<file path="config.mk">
export PLATFORM = sky130hd
export DESIGN_NAME = mac_acc
export DESIGN_NICKNAME = d
export VERILOG_FILES = /design/src/rtl/mac_acc.sv
export SDC_FILE = /design/constraint.sdc
export NUM_CORES = 1
export LEC_CHECK = 0
export CORE_MARGIN = 10
export CORE_UTILIZATION = 59
export CTS_CLUSTER_SIZE = 16
export DETAILED_ROUTE_END_ITERATION = 12
export PLACE_DENSITY_LB_ADDON = 0.2
export SYNTH_ARGS = -nofsm -noshare
export SYNTH_HDL_FRONTEND = slang
export SYNTH_SLANG_ARGS = --single-unit
</file>
<file path="constraint.sdc">
create_clock -name clk -period 13.6 [get_ports clk]
set_input_delay 2.04 -clock clk [delete_from_list [all_inputs] [get_ports clk]]
set_output_delay 2.04 -clock clk [all_outputs]
set_load 0.005 [all_outputs]
</file>
<file path="src/rtl/mac_acc.sv">
// ============================================================================
// Module   : mac_acc
// Brief    : Saturating multiply-accumulate frame accumulator with round/shift
//            requantization and a valid/ready result hold.
// Revision : 1.0 - initial release
// ============================================================================
`default_nettype none

module mac_acc #(
  parameter int IW = 18,
  parameter int AW = 32,
  parameter int QW = 8
) (
  input  logic          clk,
  input  logic          rst_n,
  input  logic          clr,
  input  logic          in_valid,
  output logic          in_ready,
  input  logic [IW-1:0] in_data,
  input  logic          in_last,
  input  logic [AW-1:0] bias,
  input  logic [4:0]    shift,
  output logic          out_valid,
  input  logic          out_ready,
  output logic [AW-1:0] out_sum,
  output logic [QW-1:0] out_q,
  output logic [15:0]   out_cnt,
  output logic          out_ovf
);

  typedef enum logic [1:0] {
    S_IDLE = 2'd0,
    S_ACC  = 2'd1,
    S_OUT  = 2'd2
  } state_t;

  state_t        state_q, state_d;
  logic [AW-1:0] acc_q, acc_d;
  logic [15:0]   cnt_q, cnt_d;
  logic          ovf_q, ovf_d;
  logic [AW-1:0] out_sum_q, out_sum_d;
  logic [QW-1:0] out_q_q, out_q_d;
  logic [15:0]   out_cnt_q, out_cnt_d;
  logic          out_ovf_q, out_ovf_d;

  logic               accept_w;
  logic [AW-1:0]      base_w;
  logic [AW:0]        sum_w;
  logic               add_ovf_w;
  logic [AW-1:0]      add_sat_w;
  logic [15:0]        cnt_nxt_w;
  logic               ovf_nxt_w;
  logic [AW:0]        rnd_w;
  logic signed [AW:0] wide_w;
  logic signed [AW:0] shr_w;
  logic [QW-1:0]      q_sat_w;

  assign in_ready  = (state_q != S_OUT);
  assign out_valid = (state_q == S_OUT);
  assign accept_w  = in_valid && in_ready && !clr;

  // The first beat of a frame adds onto bias instead of the running sum.
  assign base_w    = (state_q == S_IDLE) ? bias : acc_q;
  assign sum_w     = {base_w[AW-1], base_w} + {{(AW+1-IW){in_data[IW-1]}}, in_data};
  assign add_ovf_w = sum_w[AW] ^ sum_w[AW-1];
  assign add_sat_w = !add_ovf_w ? sum_w[AW-1:0] :
                     (sum_w[AW] ? {1'b1, {(AW-1){1'b0}}} : {1'b0, {(AW-1){1'b1}}});
  assign cnt_nxt_w = (state_q == S_IDLE) ? 16'd1 :
                     ((cnt_q == 16'hFFFF) ? 16'hFFFF : cnt_q + 16'd1);
  assign ovf_nxt_w = ((state_q == S_IDLE) ? 1'b0 : ovf_q) | add_ovf_w;

  // Requantize the value being written into the accumulator so the result is
  // ready on the same edge that captures the final sum.
  assign rnd_w  = (shift == 5'd0) ? '0 : ((AW+1)'(1) << (shift - 5'd1));
  assign wide_w = $signed({add_sat_w[AW-1], add_sat_w}) + $signed(rnd_w);
  assign shr_w  = wide_w >>> shift;

  always_comb begin
    q_sat_w = shr_w[QW-1:0];
    if (!((&shr_w[AW:QW-1]) || !(|shr_w[AW:QW-1]))) begin
      q_sat_w = shr_w[AW] ? {1'b1, {(QW-1){1'b0}}} : {1'b0, {(QW-1){1'b1}}};
    end
  end

  always_comb begin
    state_d   = state_q;
    acc_d     = acc_q;
    cnt_d     = cnt_q;
    ovf_d     = ovf_q;
    out_sum_d = out_sum_q;
    out_q_d   = out_q_q;
    out_cnt_d = out_cnt_q;
    out_ovf_d = out_ovf_q;

    if (accept_w) begin
      acc_d = add_sat_w;
      cnt_d = cnt_nxt_w;
      ovf_d = ovf_nxt_w;
      if (in_last) begin
        state_d   = S_OUT;
        out_sum_d = add_sat_w;
        out_q_d   = q_sat_w;
        out_cnt_d = cnt_nxt_w;
        out_ovf_d = ovf_nxt_w;
      end else begin
        state_d = S_ACC;
      end
    end

    if ((state_q == S_OUT) && out_ready) begin
      state_d = S_IDLE;
    end

    if (clr) begin
      state_d = S_IDLE;
      acc_d   = '0;
      cnt_d   = '0;
      ovf_d   = 1'b0;
    end
  end

  always_ff @(posedge clk or negedge rst_n) begin
    if (!rst_n) begin
      state_q   <= S_IDLE;
      acc_q     <= '0;
      cnt_q     <= '0;
      ovf_q     <= 1'b0;
      out_sum_q <= '0;
      out_q_q   <= '0;
      out_cnt_q <= '0;
      out_ovf_q <= 1'b0;
    end else begin
      state_q   <= state_d;
      acc_q     <= acc_d;
      cnt_q     <= cnt_d;
      ovf_q     <= ovf_d;
      out_sum_q <= out_sum_d;
      out_q_q   <= out_q_d;
      out_cnt_q <= out_cnt_d;
      out_ovf_q <= out_ovf_d;
    end
  end

  assign out_sum = out_sum_q;
  assign out_q   = out_q_q;
  assign out_cnt = out_cnt_q;
  assign out_ovf = out_ovf_q;

endmodule

`default_nettype wire
</file>
Word-level counts from Yosys, hierarchy flattened
Index checks and enable logic that the tools add are counted.

cells by class
  $add $sub $neg = 4
  multipliers = 0
  div/mod/pow operators = 0
  magnitude comparators = 0
  equality and inequality tests = 3
  shifts and indexed selects = 2
  mux-type cells = 19
  bitwise operators = 2
  reductions and logical operators = 13

operators by type and width
  kind                                                                number
  32-bit 2-to-1 mux                                                   5
  16-bit 2-to-1 mux                                                   4
  32-bit by 18-bit adder with 33-bit output                           1
  32-bit by 33-bit adder with 33-bit output                           1
  33-bit 2-to-1 mux                                                   1
  1-bit by 5-bit left shift with 33-bit output, first input constant  1
  33-bit by 5-bit >>> shifter with 33-bit output                      1
  26-bit AND reduction                                                1
  26-bit OR reduction                                                 1
  16-bit by 1-bit adder with 16-bit output, second input constant     1
  16-bit == test, second input constant                               1
  8-bit 2-to-1 mux                                                    2
  2-bit 2-to-1 mux                                                    4
  5-bit logical NOT                                                   1
  5-bit by 1-bit subtractor with 5-bit output, second input constant  1
  1-bit logical AND                                                   3
  1-bit 2-to-1 mux                                                    3
  3-bit nonzero test                                                  1
  2-bit == test, second input constant                                1
  1-bit logical NOT                                                   2
  2-bit logical NOT                                                   1
  2-bit != test, second input constant                                1
  2-bit AND reduction                                                 1
  2-bit nonzero test                                                  1
  other kinds (3)                                                     3

word-level totals
  register bits = 108
  bits in latches = 0
  bits in writable memories = 0
  memory bits (read-only) = 0
  input port bits = 61
  output and inout port bits = 59
  logic and storage cells = 51
  memories kept = 0

Logic depth before layout (Yosys ltp)
Gate-level depths: netlist (run 1).

  depth after elaboration = 11
  depth in mapped cells = 45
  depth with buffers taken out = 40

Worst setup path after synthesis (run 1)
No wires, ideal clock.

  path kind = input-to-reg
  from = input port bias[1]
  to = register out_q_q[0] (netlist: out_q[0])
  setup time = 0.140 ns
  arrival = 10.374 ns
  data required time = 13.460 ns
  path slack = 3.085 ns
  cell stages on the path = 42
  buffers on the path = 4
  cell sequence = nand2_1 nand2_1 ha_1 a21o_1 a21o_1 a21o_1 a21oi_1 o21bai_1 a21oi_1 o2111ai_1 a311o_1 a21oi_1 o31ai_1 a211oi_1 nor2_1 o21ai_0 nand2b_1 xor2_1 [... 6 more ...] ha_1 buf_2 nand2_1 nor4_1 and3_1 o31ai_4 a211oi_2 mux2i_1 nand2_1 a2111oi_0 o32ai_1 a222oi_1 nand2b_1 or4_4 a21oi_2 or4_1 buf_4 o311ai_1

on the way
  longest elaborated chain between the ends = 10
  elaborated cells on any way between the ends = 13
  those cells by class = add/sub: 2; shift: 1; mux: 5; bitwise: 1; reduce/logical: 4

ends and longest elaborated chain
  what                                                    line    text
  from (decl)                                             21      input logic [AW-1:0] bias,
  32-bit 2-to-1 mux *                                     63      assign base_w = (state_q == S_IDLE) ? bias : acc_q;
  32-bit by 18-bit adder with 33-bit output *             64      assign sum_w = {base_w[AW-1], base_w} + {{(AW+1-IW){in_data[IW-1]}}, in_data};
  32-bit 2-to-1 mux or 1-bit bitwise XOR (tied branches)  67, 65
  32-bit 2-to-1 mux *                                     66      assign add_sat_w = !add_ovf_w ? sum_w[AW-1:0] :
  net add_sat_w[12]                                       50      logic [AW-1:0] add_sat_w;
  32-bit by 33-bit adder with 33-bit output *             75      assign wide_w = $signed({add_sat_w[AW-1], add_sat_w}) + $signed(rnd_w);
  33-bit by 5-bit >>> shifter with 33-bit output *        76      assign shr_w = wide_w >>> shift;
  26-bit OR reduction                                     80      if (!((&shr_w[AW:QW-1]) || !(|shr_w[AW:QW-1]))) begin
  1-bit logical NOT                                       80
  1-bit logical OR                                        80
  8-bit 2-to-1 mux *                                      80
  to (signal assigned)                                    138     out_q_q <= out_q_d;
  to (decl)                                               42      logic [QW-1:0] out_q_q, out_q_d;

Mark *: on every way through the listed nets, which the timed path passes. The rest lies on a longest branch.
A chain may end at the register's enable or synchronous reset.

Worst setup path in the final report (run 1)
Ends and elaborated chain as after synthesis.

==> results of run 1 <==
==> power breakdown <==
part           switching (mW)  internal (mW)
registers              0.0586          0.406
logic                    1.07          0.672
clock network           0.138          0.146
total                    1.27           1.22
==> kinds of logic after synthesis <==
group | count (synthesis) | synth area share, %
AO/OA/AOI/OAI | 507 | 30.3
XOR/XNOR | 54 | 4.06
adder cells (fa/ha/maj) | 71 | 7.75
buffers and inverters | 128 | 4.29
flip-flops | 108 | 23.2
multiplexers | 78 | 7.85
AND/OR/NAND/NOR | 566 | 22.6
==> placed cells by master (no fill, tap or decap), types with 11 or more instances in the layout <==
cell type | synthesis | routed
xnor2_1 | 37 | 37
nand3_1 | 43 | 43
or2_2 | 11 | 11
a21oi_1 | 86 | 85
buf_4 | 3 | 27
clkdlybuf4s50_1 | 0 | 117
o31ai_1 | 14 | 14
a21o_1 | 46 | 46
a22o_1 | 41 | 41
dfrtp_1 | 108 | 108
inv_1 | 32 | 32
mux2i_1 | 28 | 28
xor2_1 | 17 | 17
nand4_1 | 17 | 17
ha_1 | 69 | 69
o211ai_1 | 27 | 27
nor2_1 | 123 | 121
nand2_1 | 219 | 219
and3_1 | 26 | 26
and2_1 | 19 | 19
a211oi_1 | 31 | 31
nor3_1 | 45 | 45
nand2b_1 | 12 | 12
mux2_2 | 43 | 43
nor4_1 | 11 | 11
or3_1 | 11 | 11
o21ai_0 | 122 | 122
==> flip-flops by register name, summed over array words and instances, names as in the netlist <==
name and flops:
acc_q 32, ovf_q 1, state_q 2, out_ovf 1, out_cnt 16, cnt_q 16
out_q 8, out_sum 32
==> synth_stat cells, types with 27 or more instances <==
| master | number |
|---|---|
| ha_1 | 69 |
| clkbuf_1 | 75 |
| a22o_1 | 41 |
| inv_1 | 32 |
| dfrtp_1 | 108 |
| o21ai_0 | 122 |
| a21o_1 | 46 |
| a211oi_1 | 31 |
| nand2_1 | 219 |
| nor3_1 | 45 |
| mux2_2 | 43 |
| nor2_1 | 123 |
| a21oi_1 | 86 |
| nand3_1 | 43 |
| o211ai_1 | 27 |
| mux2i_1 | 28 |
| xnor2_1 | 37 |
==> stage by stage <==
stage / util [%] / instances
2_1_floorplan: - / 1512
3_3_place_gp: 66.8 / 1827
3_5_place_dp: 66.8 / 1827
4_1_cts: 68.4 / 1843
5_1_grt: 68.4 / 1843
6_report: 68.4 / 1843
==> layer usage <==
metal | vias to the layer above | global-route usage (%) | share of wire [%]
met2 | 750 | 47.4 | 45
met4 | 0 | 8.85 | 2.5
met1 | 5977 | 43.7 | 43
met5 | - | 0 | 0
met3 | 77 | 4.98 | 9.7
li1 | 5780 | - | -
==> cell type report <==
cell class                      count  area (um2)
Multi-Input combinational cell   1276        8470
Fill cell                        1663        6150
Sequential cell                   108        2700
Timing Repair Buffer              145        1380
Tap cell                          265         332
Clock buffer                        9         225
Inverter                           33         124
Clock inverter                      7        80.1
==> worst max-delay path, delay by kind of cell <==
family                   cells  cell delay (ns)
multiplexers                 1             0.52
adder cells (fa/ha/maj)      3             1.01
AND/OR/NAND/NOR              9             1.89
buffers and inverters        4             1.03
AO/OA/AOI/OAI               23             5.71
XOR/XNOR                     1             0.16
==> final timing paths <==
check                           start           to  cells past startpoint
max                           bias[1]     out_q[0]                     41
max reg2reg                state_q[1]     out_q[0]                     41
min in group asynchronous       rst_n    acc_q[15]                      1
min                        out_cnt[1]   out_cnt[1]                      2
min reg2reg                out_cnt[1]   out_cnt[1]                      2
max in group asynchronous       rst_n  out_sum[23]                      2
==> metrics.md, run 1 <==
| Metric | Value |
|---|---|
| Status | `finished, final reports clean` |
| Max-slew headroom | `30.0%` |
| Synth Area per Inst | `around 7.7 um2` |
| Tightest Pin Transition | `~1.0 ns` |
| Final wirelength | `41000 um` |
| Number of max-cap violations | `0` |
| First-pass GRT wire length | `about 66000 um` |
| Final worst path period need | `12.18 ns` |
| TNS Setup | `0 ns` |
| Initial core utilization | `around 60%` |
| Largest cells by area after synthesis | `dfrtp_1, ha_1, nand2_1, o21ai_0, mux2_2` |
| HP Class | `flip-flop to flip-flop` |
| DP HPWL | `~31000 um` |
| Die width | `about 160 um` |
| Clock Path Buffers | `2` |
| RSZ-0062 raised after global routing | `no` |
| Top-area cell type share of the netlist area | `23.2%` |
| Area of the core | `a little under 20000 um2` |
| Layout cells sized above 1 | `about 8%` |
| Vias | `between 10000 and 15000` |
| Setup slack, reg-to-reg | `about 2.5 ns` |
| CP max stage cell | `a2111oi_0` |
| Worst hold margin | `just under 0.5 ns` |
| Post-CTS sizing | `0` |
| CTS tree | `built` |
| Post-CTS Hold Buffers | `0` |
| Drt wl/cell | `about 22 um` |
| Crit path kind | `primary input to flip-flop` |
| Pwr Density | `approximately 190 nW/um2` |
| Max VDD drop | `122 uV` |
| Clock insertion delay at the later pin of the skew report | `roughly 0.37 ns` |
| Most common flop cell mapped by yosys | `dfrtp_1` |
| # IOs | `120` |
| Die Ht | `about 160 um` |
| Flops & latches, synth | `108` |
| Post-DR vias/cell | `6.83` |
| Netlist cell types | `85` |
| Pleak | `between 5 and 6 nW` |
| NumNets Final | `around 1700` |
| Clock Skew | `between 0.02 and 0.025 ns` |
| Worst Path Required | `~14 ns` |
| Drt initial violations | `1511` |
| H-tree depth | `3` |
| Clock Pin Slew Worst Setup and Hold Paths | `0.08 ns` |
| Mapped Cells | `1512` |
| Drt drc | `0` |
| CP arrival | `12.40 ns` |
| Cts bufs inserted | `9` |
| Setup WS post-layout | `roughly 1.4 ns` |
| Num rows | `between 50 and 60` |
| CTS sink count | `roughly 110` |
| Max FO, Critical Path | `30` |
| Final slew viol count | `0` |
| # setup viols final | `0` |
| Antenna viol nets, final | `0` |
| IO buf count | `about 120` |
| Dpl ws | `between 1 and 1.5 ns` |
| Initial antenna violation count | `0` |
| DR pass1 iterations | `7` |
| Tcrit/Tclk final | `89.6%` |
| Ys async rst share | `100%` |
| Synth Cell Area | `approximately 12000 um2` |
| CP startpoint kind | `primary input` |
| Max Freq | `around 0.082 GHz` |
| CP peak stage delay | `0.62 ns` |
| Grt ovf | `0` |
| Synth Warn # | `0` |
| Mapped Nets | `1644` |
| Vias in the first global route | `11748` |
| Pwr Total | `roughly 2.5 mW` |
| Area grow syn2layout | `14.2%` |
| Post-CTS Setup Bufs | `0` |
| Final Hold Vio Count | `0` |
| Die area | `25800 um2` |
| Ant. Diodes | `0` |
| Final Wtd Congestion | `1.04` |
| Number of flops mapped to enable cells by yosys | `0` |
| Crit. End Element | `flip-flop` |
| Largest net degree at the start of global routing | `80` |
| Placed inst area | `13000 um2` |
| Seq/Total Area, Yosys | `23.2%` |
| Final instance area | `13300 um2` |
| Post-synth top area cell | `dfrtp_1` |
| CTS root buf | `clkbuf_16` |
| GRT Util Overall | `30.9%` |
Note: power is estimated with default switching activity, not from simulation.
==> run 2, diff against run 1 <==
CORE_UTILIZATION = 60   (was 59)
DONT_BUFFER_PORTS = 1   (was unset)
==> metrics.md, run 2 (synthesis gave the netlist of run 1 again) <==
| Metric | Value |
|---|---|
| GRT Util Overall | `28.6% (-2.3 points)` |
| First-pass GRT wire length | `60200 um (-8.9%)` |
| Ant. Diodes | `0 (unchanged)` |
| Switching fraction of total power | `52.2% (+1.3 points)` |
| Die area | `25400 um2 (-1.5%)` |
| Final instance area | `12000 um2 (-9.6%)` |
| Post-CTS Setup Bufs | `0 (unchanged)` |
| CP most frequent cell | `a21oi_1` |
| Area of the core | `18900 um2 (-2.9%)` |
| Max Freq | `0.0819 GHz (-0.29%)` |
| Drt drc | `0 (unchanged)` |
| Pwr Density | `191 nW/um2 (+1.9%)` |
| Grt ovf | `0 (unchanged)` |
| Cts bufs inserted | `9 (unchanged)` |
| Clock Power Share | `11.4% (about the same)` |
| H-tree depth | `3 (unchanged)` |
| Initial antenna violation count | `0 (unchanged)` |
| DP HPWL | `28900 um (-7.5%)` |
| Vias in the first global route | `10847 (-7.7%)` |
| CP peak stage delay | `0.68 ns (+0.06 ns)` |
| Final slew viol count | `0 (unchanged)` |
| CP max stage cell | `ha_1` |
| Fillers | `1736 (+4.4%)` |
| Vias | `11803 (-6.2%)` |
| CTS root buf | `clkbuf_16` |
| Antenna viol nets, final | `0 (unchanged)` |
| Pleak | `5.37 nW (-8.6%)` |
| Post-CTS Hold Buffers | `0 (unchanged)` |
| Post-DR vias/cell | `6.91 (+1.1%)` |
| Max FO, Critical Path | `17 (-43%)` |
| # setup viols final | `0 (unchanged)` |
| Met3 GRT Util | `6.89% (+1.9 points)` |
| NumNets Final | `1576 (-7.6%)` |
| P_int | `1.10 mW (-10%)` |
| Clock Pin Slew Worst Setup and Hold Paths | `0.07 ns (about the same)` |
| Area grow syn2layout | `3.26%` |
| Met1 Use GR | `38.0% (-5.6 points)` |
| Most common cell after layout, fill and taps aside | `nand2_1` |
| Num rows | `50 (-2.0%)` |
| Number of max-cap violations | `0 (unchanged)` |
| CP startpoint kind | `primary input` |
| Clock Skew | `0.00843 ns (-0.0120 ns)` |
| Crit path kind | `primary input to flip-flop` |
| CTS tree | `built` |
| GR peak layer | `met2` |
| RSZ-0062 raised after global routing | `no` |
| Placed inst area | `11700 um2 (-9.7%)` |
| Layout cells sized above 1 | `7.87% (-0.12 points)` |
| Final Hold Vio Count | `0 (unchanged)` |
| Tightest Pin Transition | `1.13 ns (+0.0882 ns)` |
| Final Wtd Congestion | `0.999 (-4.3%)` |
| CTS sink count | `108 (unchanged)` |
| Crit. End Element | `flip-flop` |
| IO buf count | `0 (-100%)` |
| # IOs | `120 (unchanged)` |
| Clock Path Buffers | `2 (unchanged)` |
| Net Sw Power | `1.20 mW (-5.5%)` |
| Die Ht | `159 um (-0.73%)` |
| Max-slew headroom | `24.1% (-5.9 points)` |
| Status | `finished, final reports clean` |
| DR pass1 iterations | `6 (-1)` |
| Clock insertion delay at the later pin of the skew report | `0.36 ns (about the same)` |
| Reg power frac | `21.1% (+2.4 points)` |
| Tcrit/Tclk final | `89.8% (+0.26 points)` |
| TNS Setup | `0 ns (unchanged)` |
| Most frequent cells in the layout | `nand2_1, o21ai_0, nor2_1` |
| Final worst path period need | `12.22 ns (+0.0360 ns)` |
| HP Class | `flip-flop to flip-flop` |
| Initial core utilization | `61.7% (+1.8 points)` |
| Post-CTS sizing | `0 (unchanged)` |
| Max VDD drop | `99.5 uV (-18%)` |
| Die width | `159 um (-0.73%)` |
| Drt initial violations | `1326 (-12%)` |
| Largest net degree at the start of global routing | `109 (+36%)` |
| Comb power frac | `67.5% (-2.4 points)` |
| Worst Path Required | `13.82 ns (about the same)` |
| Final wirelength | `37900 um (-7.5%)` |
| Drt wl/cell | `22.2 um (-0.23%)` |
| CP arrival | `12.44 ns (+0.04 ns)` |
| Met2 Use GR | `43.5% (-3.9 points)` |
==> run 2: cell type report <==
class / instances / area [um2] / area share, %
clock buffers: 11 / 243 / 2.02
inverters: 33 / 124 / 1.03
well taps: 260 / 325 / 2.70
repair buffers: 16 / 120 / 0.998
flip-flops and latches: 108 / 2700 / 22.5
clock inverters: 5 / 51.3 / 0.426
multi-input cells: 1276 / 8470 / 70.4
==> run 2: stage by stage <==
| step | hold slack, ns | power, mW | cells | worst slack (ns) | util [%] |
|---|---|---|---|---|---|
| 6_report | 0.499 | 2.30 | 1709 | 1.38 | 63.7 |
| 5_1_grt | 0.519 | 2.45 | 1709 | 0.518 | 63.7 |
| 4_1_cts | 0.505 | 2.26 | 1709 | 1.60 | 63.7 |
| 3_5_place_dp | 0.483 | 1.99 | 1693 | 1.28 | 62.2 |
| 3_3_place_gp | 0.482 | 1.98 | 1693 | 1.58 | 62.2 |
| 2_1_floorplan | 0.461 | 1.58 | 1512 | 3.09 | - |
==> run 2: final timing paths <==
kind / slack, ns / from / cells past startpoint / endpoint
worst max register to register: 1.83 / state_q[1] / 39 / out_q[5]
worst min register to register: 0.50 / acc_q[30] / 1 / acc_q[30]
min in group asynchronous: 1.37 / rst_n / 0 / cnt_q[3]
worst min-delay path: 0.50 / acc_q[30] / 1 / acc_q[30]
max in group asynchronous: 12.05 / rst_n / 0 / acc_q[6]
worst max-delay path: 1.38 / bias[1] / 38 / out_q[5]
==> run 2: metal layers <==
| metal | share of wire [%] | wire [um] |
|---|---|---|
| met2 | 44 | 16800 |
| met1 | 42 | 15800 |
| met5 | 0 | 0 |
| met4 | 4.1 | 1560 |
| met3 | 9.9 | 3760 |
==> run 2: power by group through the flow <==
stage	Combinational, mW	Sequential, mW	Clock (mW)
after floorplan	1.13	0.456	0
after global placement	1.49	0.490	0
after detailed placement	1.50	0.491	0
after CTS	1.51	0.486	0.264
after global routing	1.68	0.498	0.277
final	1.55	0.485	0.261
==> run 2: critical path: cells and delay by family <==
kind	cells	cell delay [ns]
AOI/OAI and AO/OA	22	6.56
and+or+nand+nor	9	1.64
adders and majority gates	3	1.26
muxes	1	0.37
buffers and inverters	2	0.36
xor gates and xnor gates	1	0.15
==> run 3, diff against run 2 <==
CORE_ASPECT_RATIO = 0.75   (was unset)
CORE_MARGIN = 3   (was 10)
SLEW_MARGIN = 10   (was unset)
==> metrics.md, run 3 (synthesis gave the netlist of run 1 again) <==
| Metric | Value |
|---|---|
| WP buf/inv | `1 (-1)` |
| Clock Pin Slew Worst Setup and Hold Paths | `0.08 ns (about the same)` |
| Vias in the first global route | `10722 (-1.2%)` |
| CTS sink count | `108 (unchanged)` |
| Num rows | `43 (-14%)` |
| IO buf count | `0 (unchanged)` |
| Post-CTS sizing | `0 (unchanged)` |
| Final Hold Vio Count | `0 (unchanged)` |
| HP Class | `flip-flop to flip-flop` |
| R2R Path End | `out_q[0]` |
| First-pass GRT wire length | `59500 um (-1.1%)` |
| Setup slack, reg-to-reg | `1.53 ns (-0.30 ns)` |
| Clock insertion delay at the later pin of the skew report | `0.35 ns (about the same)` |
| Max Freq | `0.0798 GHz (-2.5%)` |
| Clock Path Buffers | `2 (unchanged)` |
| TNS Setup | `0 ns (unchanged)` |
| Most common cell after layout, fill and taps aside | `nand2_1` |
| Layout cells sized above 1 | `7.81% (-0.058 points)` |
| Worst hold margin | `0.502 ns (+0.00295 ns)` |
| Dpl cells | `1678 (-0.89%)` |
| H-tree depth | `3 (unchanged)` |
| Setup WS post-layout | `1.07 ns (-0.318 ns)` |
| Number of max-cap violations | `0 (unchanged)` |
| Post-CTS Hold Buffers | `0 (unchanged)` |
| Die Ht | `127 um (-21%)` |
| Pwr Total | `2.31 mW (+0.69%)` |
| RSZ-0062 raised after global routing | `no` |
| Max VDD drop | `117 uV (+18%)` |
| Final Wtd Congestion | `1.01 (+1.3%)` |
| Max-slew headroom | `26.9% (+2.8 points)` |
| Hold Path End | `acc_q[22]` |
| # setup viols final | `0 (unchanged)` |
| Worst Path Required | `13.82 ns (about the same)` |
| Util after Layout | `64.0% (+0.30 points)` |
| CTS root buf | `clkbuf_16` |
| Max FO, Critical Path | `29 (+12)` |
| Final instance area | `12000 um2 (-0.15%)` |
| Largest net degree at the start of global routing | `109 (unchanged)` |
| Area grow syn2layout | `3.11%` |
| Hold depth | `2 (+1)` |
| Post-CTS Setup Bufs | `0 (unchanged)` |
| Clock Skew | `0.0110 ns (+0.00261 ns)` |
| # IOs | `120 (unchanged)` |
| Die area | `21200 um2 (-17%)` |
| Final wirelength | `37900 um (unchanged)` |
| CP max stage cell | `a311o_1` |
| Status | `finished, final reports clean` |
| R2r startpoint | `state_q[1]` |
| Crit. End Element | `flip-flop` |
| Ant. Diodes | `0 (unchanged)` |
| Dpl ws | `1.07 ns (-0.208 ns)` |
| GRT Util Overall | `34.4% (+5.9 points)` |
| Drt initial violations | `1629 (+23%)` |
| DP HPWL | `28200 um (-2.3%)` |
| Crit path kind | `primary input to flip-flop` |
| CTS tree | `built` |
| Initial antenna violation count | `0 (unchanged)` |
| Vias | `11967 (+1.4%)` |
| Tightest Pin Transition | `1.09 ns (-0.0418 ns)` |
| Pleak | `5.37 nW (-0.17%)` |
| Drt wl/cell | `22.4 um (+0.89%)` |
| NumNets Final | `1574 (-0.13%)` |
| CP most frequent cell | `a21oi_1` |
| Pwr Density | `192 nW/um2 (+0.84%)` |
| Grt ovf | `0 (unchanged)` |
| Final slew viol count | `0 (unchanged)` |
| Worst r2r path cells | `38 (-2.6%)` |
| Drt drc | `0 (unchanged)` |
| Antenna viol nets, final | `0 (unchanged)` |
| Cts bufs inserted | `9 (unchanged)` |
| HP Start | `acc_q[22]` |
| DR pass1 iterations | `6 (unchanged)` |
| CP peak stage delay | `0.76 ns (+0.08 ns)` |
| Die width | `167 um (+4.7%)` |
| CP startpoint kind | `primary input` |
| Tcrit/Tclk final | `92.2% (+2.3 points)` |
| Final worst path period need | `12.53 ns (+0.318 ns)` |
| Area of the core | `18800 um2 (-0.62%)` |
| Most frequent cells in the layout | `nand2_1, o21ai_0, nor2_1` |
| CP arrival | `12.75 ns (+0.31 ns)` |
| Post-DR vias/cell | `7.06 (+2.3%)` |
| Critical path's top delay family | `compound AO/OA/AOI/OAI gates` |
| Initial core utilization | `62.1% (+0.38 points)` |
| Final Instance Count excl. Fillers | `1694 (-0.88%)` |
| Placed inst area | `11700 um2 (-0.27%)` |
run 3: power by group:
group,internal (mW),total (mW),switching (mW)
Clock,0.135,0.269,0.134
Sequential,0.406,0.484,0.0779
Combinational,0.552,1.56,1.01
run 3: routing by layer:
metal / wire (um) / global-route usage (%) / part of all wire [%]
met5: 0 / 0 / 0
met4: 942 / 7.76 / 2.5
met3: 4840 / 11.7 / 13
met2: 15500 / 49.0 / 41
met1: 16700 / 50.6 / 44
run 3: worst reg2reg max path: cells and delay by family, from the launching register on:
| kind | cells | cell delay, ns |
|---|---|---|
| buffers and inverters | 1 | 0.08 |
| flip-flops | 1 | 0.43 |
| XOR/XNOR | 1 | 0.17 |
| adder cells (fa/ha/maj) | 3 | 1.34 |
| AO/OA/AOI/OAI | 22 | 7.00 |
| AND/OR/NAND/NOR | 10 | 2.50 |
| multiplexers | 1 | 0.41 |
run 3: layout make-up:
type | instances | area (um2)
Clock buffer | 10 | 239
Inverter | 33 | 124
Fill cell | 1690 | 6760
Sequential cell | 108 | 2700
Timing Repair Buffer | 14 | 105
Tap cell | 247 | 309
Multi-Input combinational cell | 1276 | 8470
Clock inverter | 6 | 68.8
run 3: how the worst max path moves through the flow:
stage | startpoint | end | cells after the start
finish | bias[1] | out_q[0] | 37
global route | bias[1] | out_q[0] | 37
CTS | bias[1] | out_q[0] | 37
detailed placement | bias[1] | out_q[0] | 37
global placement | bias[1] | out_q[5] | 37
floorplan | bias[1] | out_q[0] | 42
